`config.mk`:
```
export PLATFORM = sky130hd
export DESIGN_NAME = time_sync_rx_flat
export DESIGN_NICKNAME = d
export VERILOG_FILES = /design/src/rtl/clock_pkg.sv /design/src/rtl/time_sync_rx_if.sv /design/src/rtl/time_sync_rx_sync_timeout.sv /design/src/rtl/time_sync_rx.sv /design/src/flat_wrapper.sv
export SDC_FILE = /design/constraint.sdc
export NUM_CORES = 1
export LEC_CHECK = 0
export ABC_AREA = 1
export BUFFER_PORTS_ARGS = -buffer_cell sky130_fd_sc_hd__buf_4
export CAP_MARGIN = 10
export CORE_MARGIN = 2
export CORE_UTILIZATION = 30
export CTS_BUF_LIST = sky130_fd_sc_hd__clkbuf_4 sky130_fd_sc_hd__clkbuf_8
export DETAILED_ROUTE_END_ITERATION = 6
export RECOVER_POWER = 100
export SLEW_MARGIN = 20
export SYNTH_ARGS = -nofsm -noshare
export SYNTH_HDL_FRONTEND = slang
export SYNTH_SLANG_ARGS = --single-unit
```
`constraint.sdc`:
```
create_clock -name clk -period 7.6 [get_ports clk]
set_clock_uncertainty 0.15 [all_clocks]
set_input_delay 1.52 -clock clk [delete_from_list [all_inputs] [get_ports clk]]
set_output_delay 1.52 -clock clk [all_outputs]
set_load 0.01 [all_outputs]
```
`src/rtl/clock_pkg.sv`:
```
// Shared definitions for the time-sync receiver and the clock top level.
package clock_pkg;

  typedef enum logic [1:0] {
    ST_IDLE,
    ST_PAYLOAD,
    ST_CHECK,
    ST_COMMIT
  } state_e;

  localparam logic [7:0] SYNC_BYTE_DEFAULT = 8'hA5;
  localparam int         PAYLOAD_BYTES     = 8;

endpackage

```
`src/rtl/time_sync_rx_if.sv`:
```
// Byte stream from the UART receiver: one-cycle strobe, no backpressure.
interface time_sync_rx_if;
  logic [7:0] rx_data;
  logic       rx_valid;

  modport master (output rx_data, output rx_valid);
  modport slave  (input  rx_data, input  rx_valid);
endinterface

```
`src/rtl/time_sync_rx_sync_timeout.sv`:
```
// Generic inactivity counter. The clearing cycle counts as cycle 1, so
// expired is high in the LIMIT-th cycle after clr (clr cycle included) and a
// registered reaction to it lands exactly LIMIT cycles after the clr strobe.
// LIMIT must be at least 2. Also intended for button long-press detection.
module sync_timeout #(
  parameter int unsigned LIMIT = 5_000_000
) (
  input  logic clk,
  input  logic rst,
  input  logic clr,
  input  logic en,
  output logic expired
);

  localparam int CW = $clog2(LIMIT + 1);

  logic [CW-1:0] cnt_q, cnt_d;

  assign expired = en && !clr && (cnt_q >= CW'(LIMIT - 1));

  // Clear wins over counting; hold once the limit is reached.
  always_comb begin
    cnt_d = cnt_q;
    if (clr)
      cnt_d = CW'(1);
    else if (en && !expired)
      cnt_d = cnt_q + CW'(1);
  end

  // Counter register.
  always_ff @(posedge clk or posedge rst) begin
    if (rst) cnt_q <= '0;
    else     cnt_q <= cnt_d;
  end

endmodule

```
`src/rtl/time_sync_rx.sv`:
```
// Frame receiver feeding the clock top level: sync byte, 8 big-endian payload
// bytes, XOR checksum. Only a fully validated frame reaches intertime.
module time_sync_rx
  import clock_pkg::*;
#(
  parameter logic [7:0]  SYNC_BYTE      = SYNC_BYTE_DEFAULT,
  parameter int unsigned TIMEOUT_CYCLES = 5_000_000,
  parameter int unsigned PULSE_CYCLES   = 1,            // must be >= 1
  parameter logic [63:0] MAX_UNIX       = 64'h0000_0000_FFFF_FFFF
) (
  input  logic                 clk,
  input  logic                 rst,
  time_sync_rx_if.slave        rx,
  output logic [63:0]          intertime,
  output logic                 issetintertime,
  output logic                 busy,
  output logic                 frame_ok,
  output logic                 frame_err
);

  localparam int IW = $clog2(PAYLOAD_BYTES);
  localparam int PW = $clog2(PULSE_CYCLES + 1);

  state_e          state_q, state_d;
  logic [IW-1:0]   idx_q, idx_d;
  logic [63:0]     shadow_q, shadow_d;
  logic [7:0]      xor_q, xor_d;
  logic [63:0]     intertime_q, intertime_d;
  logic [PW-1:0]   pulse_q, pulse_d;
  logic            iss_q, iss_d;
  logic            ok_q, ok_d;
  logic            err_q, err_d;
  logic            byte_acc;
  logic            tmo_expired;

  assign busy           = (state_q != ST_IDLE);
  assign intertime      = intertime_q;
  assign issetintertime = iss_q;
  assign frame_ok       = ok_q;
  assign frame_err      = err_q;

  sync_timeout #(.LIMIT(TIMEOUT_CYCLES)) u_tmo (
    .clk     (clk),
    .rst     (rst),
    .clr     (byte_acc),
    .en      (busy),
    .expired (tmo_expired)
  );

  // Frame FSM, shadow/checksum accumulation and load-pulse stretcher.
  always_comb begin
    state_d     = state_q;
    idx_d       = idx_q;
    shadow_d    = shadow_q;
    xor_d       = xor_q;
    intertime_d = intertime_q;
    ok_d        = 1'b0;
    err_d       = 1'b0;
    byte_acc    = 1'b0;
    pulse_d     = (pulse_q != '0) ? pulse_q - PW'(1) : pulse_q;

    case (state_q)
      ST_IDLE: begin
        if (rx.rx_valid && rx.rx_data == SYNC_BYTE) begin
          state_d  = ST_PAYLOAD;
          idx_d    = '0;
          shadow_d = '0;
          xor_d    = '0;
          byte_acc = 1'b1;
        end
      end
      ST_PAYLOAD: begin
        // A sync byte here is plain data; there is deliberately no resync.
        if (rx.rx_valid) begin
          byte_acc = 1'b1;
          shadow_d = {shadow_q[55:0], rx.rx_data};
          xor_d    = xor_q ^ rx.rx_data;
          if (idx_q == IW'(PAYLOAD_BYTES - 1))
            state_d = ST_CHECK;
          else
            idx_d = idx_q + IW'(1);
        end else if (tmo_expired) begin
          state_d = ST_IDLE;
          err_d   = 1'b1;
        end
      end
      ST_CHECK: begin
        if (rx.rx_valid) begin
          byte_acc = 1'b1;
          if (rx.rx_data == xor_q && shadow_q <= MAX_UNIX) begin
            state_d = ST_COMMIT;
          end else begin
            state_d = ST_IDLE;
            err_d   = 1'b1;
          end
        end else if (tmo_expired) begin
          state_d = ST_IDLE;
          err_d   = 1'b1;
        end
      end
      ST_COMMIT: begin
        // Reloading an active pulse stretches it rather than splitting it.
        intertime_d = shadow_q;
        ok_d        = 1'b1;
        pulse_d     = PW'(PULSE_CYCLES);
        state_d     = ST_IDLE;
      end
      default: state_d = ST_IDLE;
    endcase

    iss_d = (pulse_d != '0);
  end

  // State and output registers.
  always_ff @(posedge clk or posedge rst) begin
    if (rst) begin
      state_q     <= ST_IDLE;
      idx_q       <= '0;
      shadow_q    <= '0;
      xor_q       <= '0;
      intertime_q <= '0;
      pulse_q     <= '0;
      iss_q       <= 1'b0;
      ok_q        <= 1'b0;
      err_q       <= 1'b0;
    end else begin
      state_q     <= state_d;
      idx_q       <= idx_d;
      shadow_q    <= shadow_d;
      xor_q       <= xor_d;
      intertime_q <= intertime_d;
      pulse_q     <= pulse_d;
      iss_q       <= iss_d;
      ok_q        <= ok_d;
      err_q       <= err_d;
    end
  end

endmodule

```
`src/flat_wrapper.sv`:
```
// flat-port wrapper written by rule: the top's interface ports become plain ports
module time_sync_rx_flat import clock_pkg::*;
#(
  parameter logic [7:0]  SYNC_BYTE      = SYNC_BYTE_DEFAULT,
  parameter int unsigned TIMEOUT_CYCLES = 5_000_000,
  parameter int unsigned PULSE_CYCLES   = 1,                           
  parameter logic [63:0] MAX_UNIX       = 64'h0000_0000_FFFF_FFFF
)
  (clk, rst, intertime, issetintertime, busy, frame_ok, frame_err, rx_rx_data, rx_rx_valid);
  time_sync_rx_if rx_i ();
  input  logic clk;
  input  logic rst;
  output logic [63:0] intertime;
  output logic issetintertime;
  output logic busy;
  output logic frame_ok;
  output logic frame_err;
  input wire logic [$bits(rx_i.rx_data)-1:0] rx_rx_data;
  input wire logic [$bits(rx_i.rx_valid)-1:0] rx_rx_valid;
  assign rx_i.rx_data = rx_rx_data;
  assign rx_i.rx_valid = rx_rx_valid;
  time_sync_rx #(.SYNC_BYTE(SYNC_BYTE), .TIMEOUT_CYCLES(TIMEOUT_CYCLES), .PULSE_CYCLES(PULSE_CYCLES), .MAX_UNIX(MAX_UNIX)) u_core (.clk(clk), .rst(rst), .rx(rx_i), .intertime(intertime), .issetintertime(issetintertime), .busy(busy), .frame_ok(frame_ok), .frame_err(frame_err));
endmodule
```
; ---- Yosys cells after proc, flatten, opt, wreduce, memory -nomap -nowiden
; Index checks and enable logic that the tools add are counted.
[classes]
add_sub_neg = 3
magnitude_cmp = 2
eq_ne = 10
mux = 30
n_bitwise = 1
reduce_logical = 15
[op_table]
columns = cell, n
row1 = $mux W64, 2
row2 = $pmux W64 S2, 1
row3 = $le A64 B32 Y1 const B, 1
row4 = $mux W23, 2
row5 = $add A23 B1 Y23 const B, 1
row6 = $ge A23 B23 Y1 const B, 1
row7 = $mux W8, 2
row8 = $pmux W8 S2, 1
row9 = $mux W2, 6
row10 = $mux W1, 9
row11 = $mux W3, 3
row12 = $eq A8 B8 Y1, 1
row13 = $eq A8 B8 Y1 const B, 1
row14 = $pmux W2 S4, 1
row15 = $xor A8 B8 Y8, 1
row16 = $pmux W3 S2, 1
row17 = $reduce_bool A2 Y1, 3
row18 = $logic_and A1 B1 Y1, 5
row19 = $eq A2 B2 Y1 const B, 2
row20 = $ne A2 B2 Y1 const B, 2
row21 = $pmux W1 S2, 2
row22 = $reduce_and A4 Y1, 1
row23 = $add A3 B1 Y3 const B, 1
row24 = $eq A3 B3 Y1 const B, 1
row25 = other kinds (9), 10
[word_totals]
reg_bits = 167
input_bits = 11
out_inout_bits = 68
elab_cells = 70

; ---- Longest topological paths before layout
[logic_depth]
ltp_word = 11
ltp_mapped = 14
ltp_nobuf = 14

; ---- Modules after synthesis
; A second synthesis with hierarchy kept.
[unflattened]
cells_unflattened = 915
hier_area_um2 = 8304.2
[by_module_without_submodules]
columns = mod, instances, cells_per_inst, area_per_inst_um2
row1 = time_sync_rx, 1, 603, 6346.1
row2 = sync_timeout, 1, 312, 1958.1

; ---- Worst setup path after synthesis
; OpenSTA, ideal clock, no wires.
[synth_timing]
kind = in2reg
startpoint = input port rx_rx_valid
endpoint = register u_core.idx_q[0]
t_arrival_ps = 2580
path_slack_ps = 4751
path_stages = 9
path_buffers = 1
path_cell_list = buf_4 -> nand2_1 -> nor3_1 -> nand4_1 -> nand2_1 -> nand2_1 -> a21oi_1 -> o21ai_0 -> o21a_1
[synth_via]
elab_chain_len = 3
word_cells_on_any_way = 4
[synth_lines]
columns = element, line_no
row1 = start: declaration, flat_wrapper.sv:19  ; input wire logic [$bits(rx_i.rx_valid)-1:0] rx_rx_valid;
row2 = $logic_and A1 B1 Y1, time_sync_rx.sv:64  ; if (rx.rx_valid && rx.rx_data == SYNC_BYTE) begin
row3 = $ne A2 B1 Y1 (no source line), --
row4 = $reduce_and A4 Y1 (no source line) *, --
row5 = end signal: assignment, time_sync_rx.sv:128  ; idx_q <= idx_d;
row6 = end: declaration, time_sync_rx.sv:25  ; logic [IW-1:0] idx_q, idx_d;
; Every way passes the cells marked *; elsewhere a longest branch is shown, timed or not.
; A chain may end at the register's enable or synchronous reset.

==> impl_results.md <==
- Area growth syn-to-layout: 13.0%
- DRC viols: 0
- Cell Rows: 58
- Slew margin rel.: -2.18
- Minimum clock period: 4.92 ns
- Sw Ratio: 0.427
- Mapped cell area: 7620 sq um
- Post-DP Area: 8430 sq um
- Worst slew pin tran: 4.75 ns
- Vias in the first global route: 5775
- Gate count of the mapped netlist: 928
- TritonCTS Buffers: 17
- Clock power frac: 0.246
- Compound-gate portion of the synthesized area: 0.0987
- Mux cell area share after synthesis: 0
- PD cells: 338 nW/um^2
- Peak Freq: 203 MHz
- Pleak: 0.00390 uW
- CP arrival: 5.28 ns
- Net switching power: 1240 uW
- Combinational power share: 0.324
- Filler instances: 2679
- Hold_ws: 0.326 ns
- Setup crit start kind: primary input
- Internal power: 1660 uW
- Skew-Pair Late Insertion Delay: 0.46 ns
- Fin worst setup slack: 2.68 ns
- Yosys warning count: 0
- Via count: 6165
- CTS root buf: clkbuf_8
- Initial core utilization: 0.304
- Sequential fraction of the synthesis area: 0.545
- Detail Route Antenna Nets: 0
- Syn nets: 947
- Wire length per cell: 14.2 um
- #FFs+latches synth: 166
- # hold bufs at CTS: 0
- Number of H-tree levels: 4
- CTS sink cnt: 166
- FF+latch area: 4150 sq um
- Slew Viols, Final: 353
- Core Region: 25000 sq um
- Syn Area/Cell: 8.21 sq um
- Gr usage total: 0.147
- Violated checks: capacitance limit, slew limit
- Peak supply drop: 0.202 mV
- Max FO, Critical Path: 108
- Crit Path Class: in -> async
- Largest net degree at the start of global routing: 117
- Die ar.: 26700 sq um
- Initial antenna violation count: 0
- I/O Buffers: 78
- Post-Synth XOR/XNOR Area: 0.00460
- GPL Wtd Cong: 0.827
- First-pass GRT wire length: 31000 um
- Detailed Route WL: 18800 um
- Final Hold Viols: 0
- Critical-path cell list: clkbuf_1, clkinvlp_2, buf_4
- CP max stage delay: 2.65 ns
- Sequential share of power: 0.430
- Yosys cell types: 30
- Dpl ws: 3.31 ns
- Maxcap violations: 4
- Final setup TNS: 0 ns
- DRT Pass-1 Iters: 5
- Hpwl dp: 12700 um
- Outcome: finished with violations
- Vias per std cell: 4.65
- Die X: 163 um
- Largest family of logic cells by synthesized area: simple AND/OR/NAND/NOR gates
- CTS tree: yes
- Fin nets: 1002
- CTS max path bufs: 2
- Post-CTS resize count: 0
- Final period util: 0.648
- CP max stage cell: clkinvlp_2
- Share of cells above drive strength 1: 0.0592
- Die Span Y: 163 um
- Iter 0 DRT Violations: 487
- Worst min-delay path class: reg -> reg
- Remaining global-route overflow: 0
- Adder-Cell Fraction of Synth Area: 0.0131
- Crit path capture type: async pin
- Endpoints failing setup: 0
- CTS clk-pin slew, worst paths: 0.10 ns
- I/O pins: 79
- Final instance area: 8600 sq um
- N_diodes: 0
- Postcts setup bufs: 0
- RSZ-0062 raised after global routing: no
- Synth Area in Simple Gates: 0.257
- Area of the multi-input gates: 2840 sq um
- Worst EP required: 7.96 ns
## cells by family (layout without fill, tap and decap cells)
| logic type | Yosys count | after routing |
|---|---|---|
| simple gates | 455 | 455 |
| buf+inv | 150 | 218 |
| compound gates | 145 | 145 |
| fa+ha+maj | 8 | 8 |
| xor+xnor | 4 | 4 |
| flops | 166 | 166 |
## power groups by stage
stage | clock, uW | combinational, uW | sequential, uW
after floorplan | 0 | 666 | 1300
after global placement | 0 | 1070 | 1270
after detailed placement | 0 | 1090 | 1270
after CTS | 736 | 1090 | 1250
after global routing | 772 | 1090 | 1280
final | 716 | 943 | 1250
## worst max-delay path: cells and delay by family
family | cells | cell delay (ns)
buffers and inverters | 3 | 3.71
## state kept, by name, indices dropped and copies added (netlist names)
name	flops
u_core.state_q	2
u_core.shadow_q	64
u_core.frame_ok	1
u_core.idx_q	3
u_core.u_tmo.cnt_q	23
u_core.xor_q	8
u_core.intertime	64
u_core.frame_err	1
## cell usage in the layout, fill, tap and decap left out, types with 2 or more instances in the layout
master and n:
clkinv_8 3, clkinvlp_2 2, nand3_1 102, a21oi_1 6, nor2_1 62, nand2_1 248, bufinv_16 2, nor2_4 2
or2_2 2, clkbuf_1 71, nand3b_1 2, inv_1 95, xor2_1 2, nor3_1 8, ha_1 8, nand4_1 25
dfrtp_1 166, o31ai_1 9, clkbuf_8 18, o21ai_0 127, inv_2 4, xnor2_1 2, buf_4 11, inv_8 5
inv_6 3
## final timing paths
kind,start,endpoint,slack [ns],cells after the start
worst min-delay path,u_core.intertime[58]$_DFFE_PP0P_,u_core.intertime[58]$_DFFE_PP0P_,0.33,2
worst max register to register,u_core.state_q[0]$_DFFE_PP0P_,u_core.frame_err$_DFF_PP0_,2.78,6
worst max-delay path,rst,u_core.shadow_q[52]$_DFFE_PP0P_,2.68,3
max in group clk,u_core.state_q[0]$_DFFE_PP0P_,u_core.frame_err$_DFF_PP0_,2.78,6
worst min register to register,u_core.intertime[58]$_DFFE_PP0P_,u_core.intertime[58]$_DFFE_PP0P_,0.33,2
min in group asynchronous,rst,u_core.intertime[41]$_DFFE_PP0P_,2.36,2
## per-stage QoR
| stage | util | cells | total power (uW) |
|---|---|---|---|
| 2_1_floorplan | - | 928 | 1960 |
| 3_3_place_gp | 0.337 | 1294 | 2340 |
| 3_5_place_dp | 0.337 | 1294 | 2350 |
| 4_1_cts | 0.355 | 1326 | 3080 |
| 5_1_grt | 0.344 | 1326 | 3140 |
| 6_report | 0.344 | 1326 | 2910 |
## routing by layer
metal	up-vias	track usage	part of all wire
met3	15	0.0345	0.045
met5	-	0	0
met2	122	0.222	0.45
met4	0	0.0382	0.013
met1	2927	0.210	0.50
li1	3101	-	-
## area by class of cell
| type | count | share of cell area |
|---|---|---|
| clock buffers | 18 | 0.0288 |
| inverters | 103 | 0.0455 |
| flip-flops and latches | 166 | 0.483 |
| clock inverters | 14 | 0.0233 |
| well taps | 330 | 0.0480 |
| repair buffers | 83 | 0.0412 |
| multi-input cells | 612 | 0.330 |
## synth_stat cells, drive strengths merged
cell	n	area share
a21oi	6	0.0039
a31oi	1	0.00082
buf	17	0.015
clkbuf	30	0.015
clkinv	1	0.00049
dfrtp	166	0.55
ha	8	0.013
inv	102	0.051
nand2	249	0.12
nand3	103	0.068
nand3b	2	0.0020
nand4	26	0.022
nor2	65	0.034
nor3	8	0.0053
o21a	1	0.00099
o21ai	128	0.084
o31ai	9	0.0089
or2	2	0.0016
xnor2	2	0.0023
xor2	2	0.0023
Power figures use the tool's default switching activity.
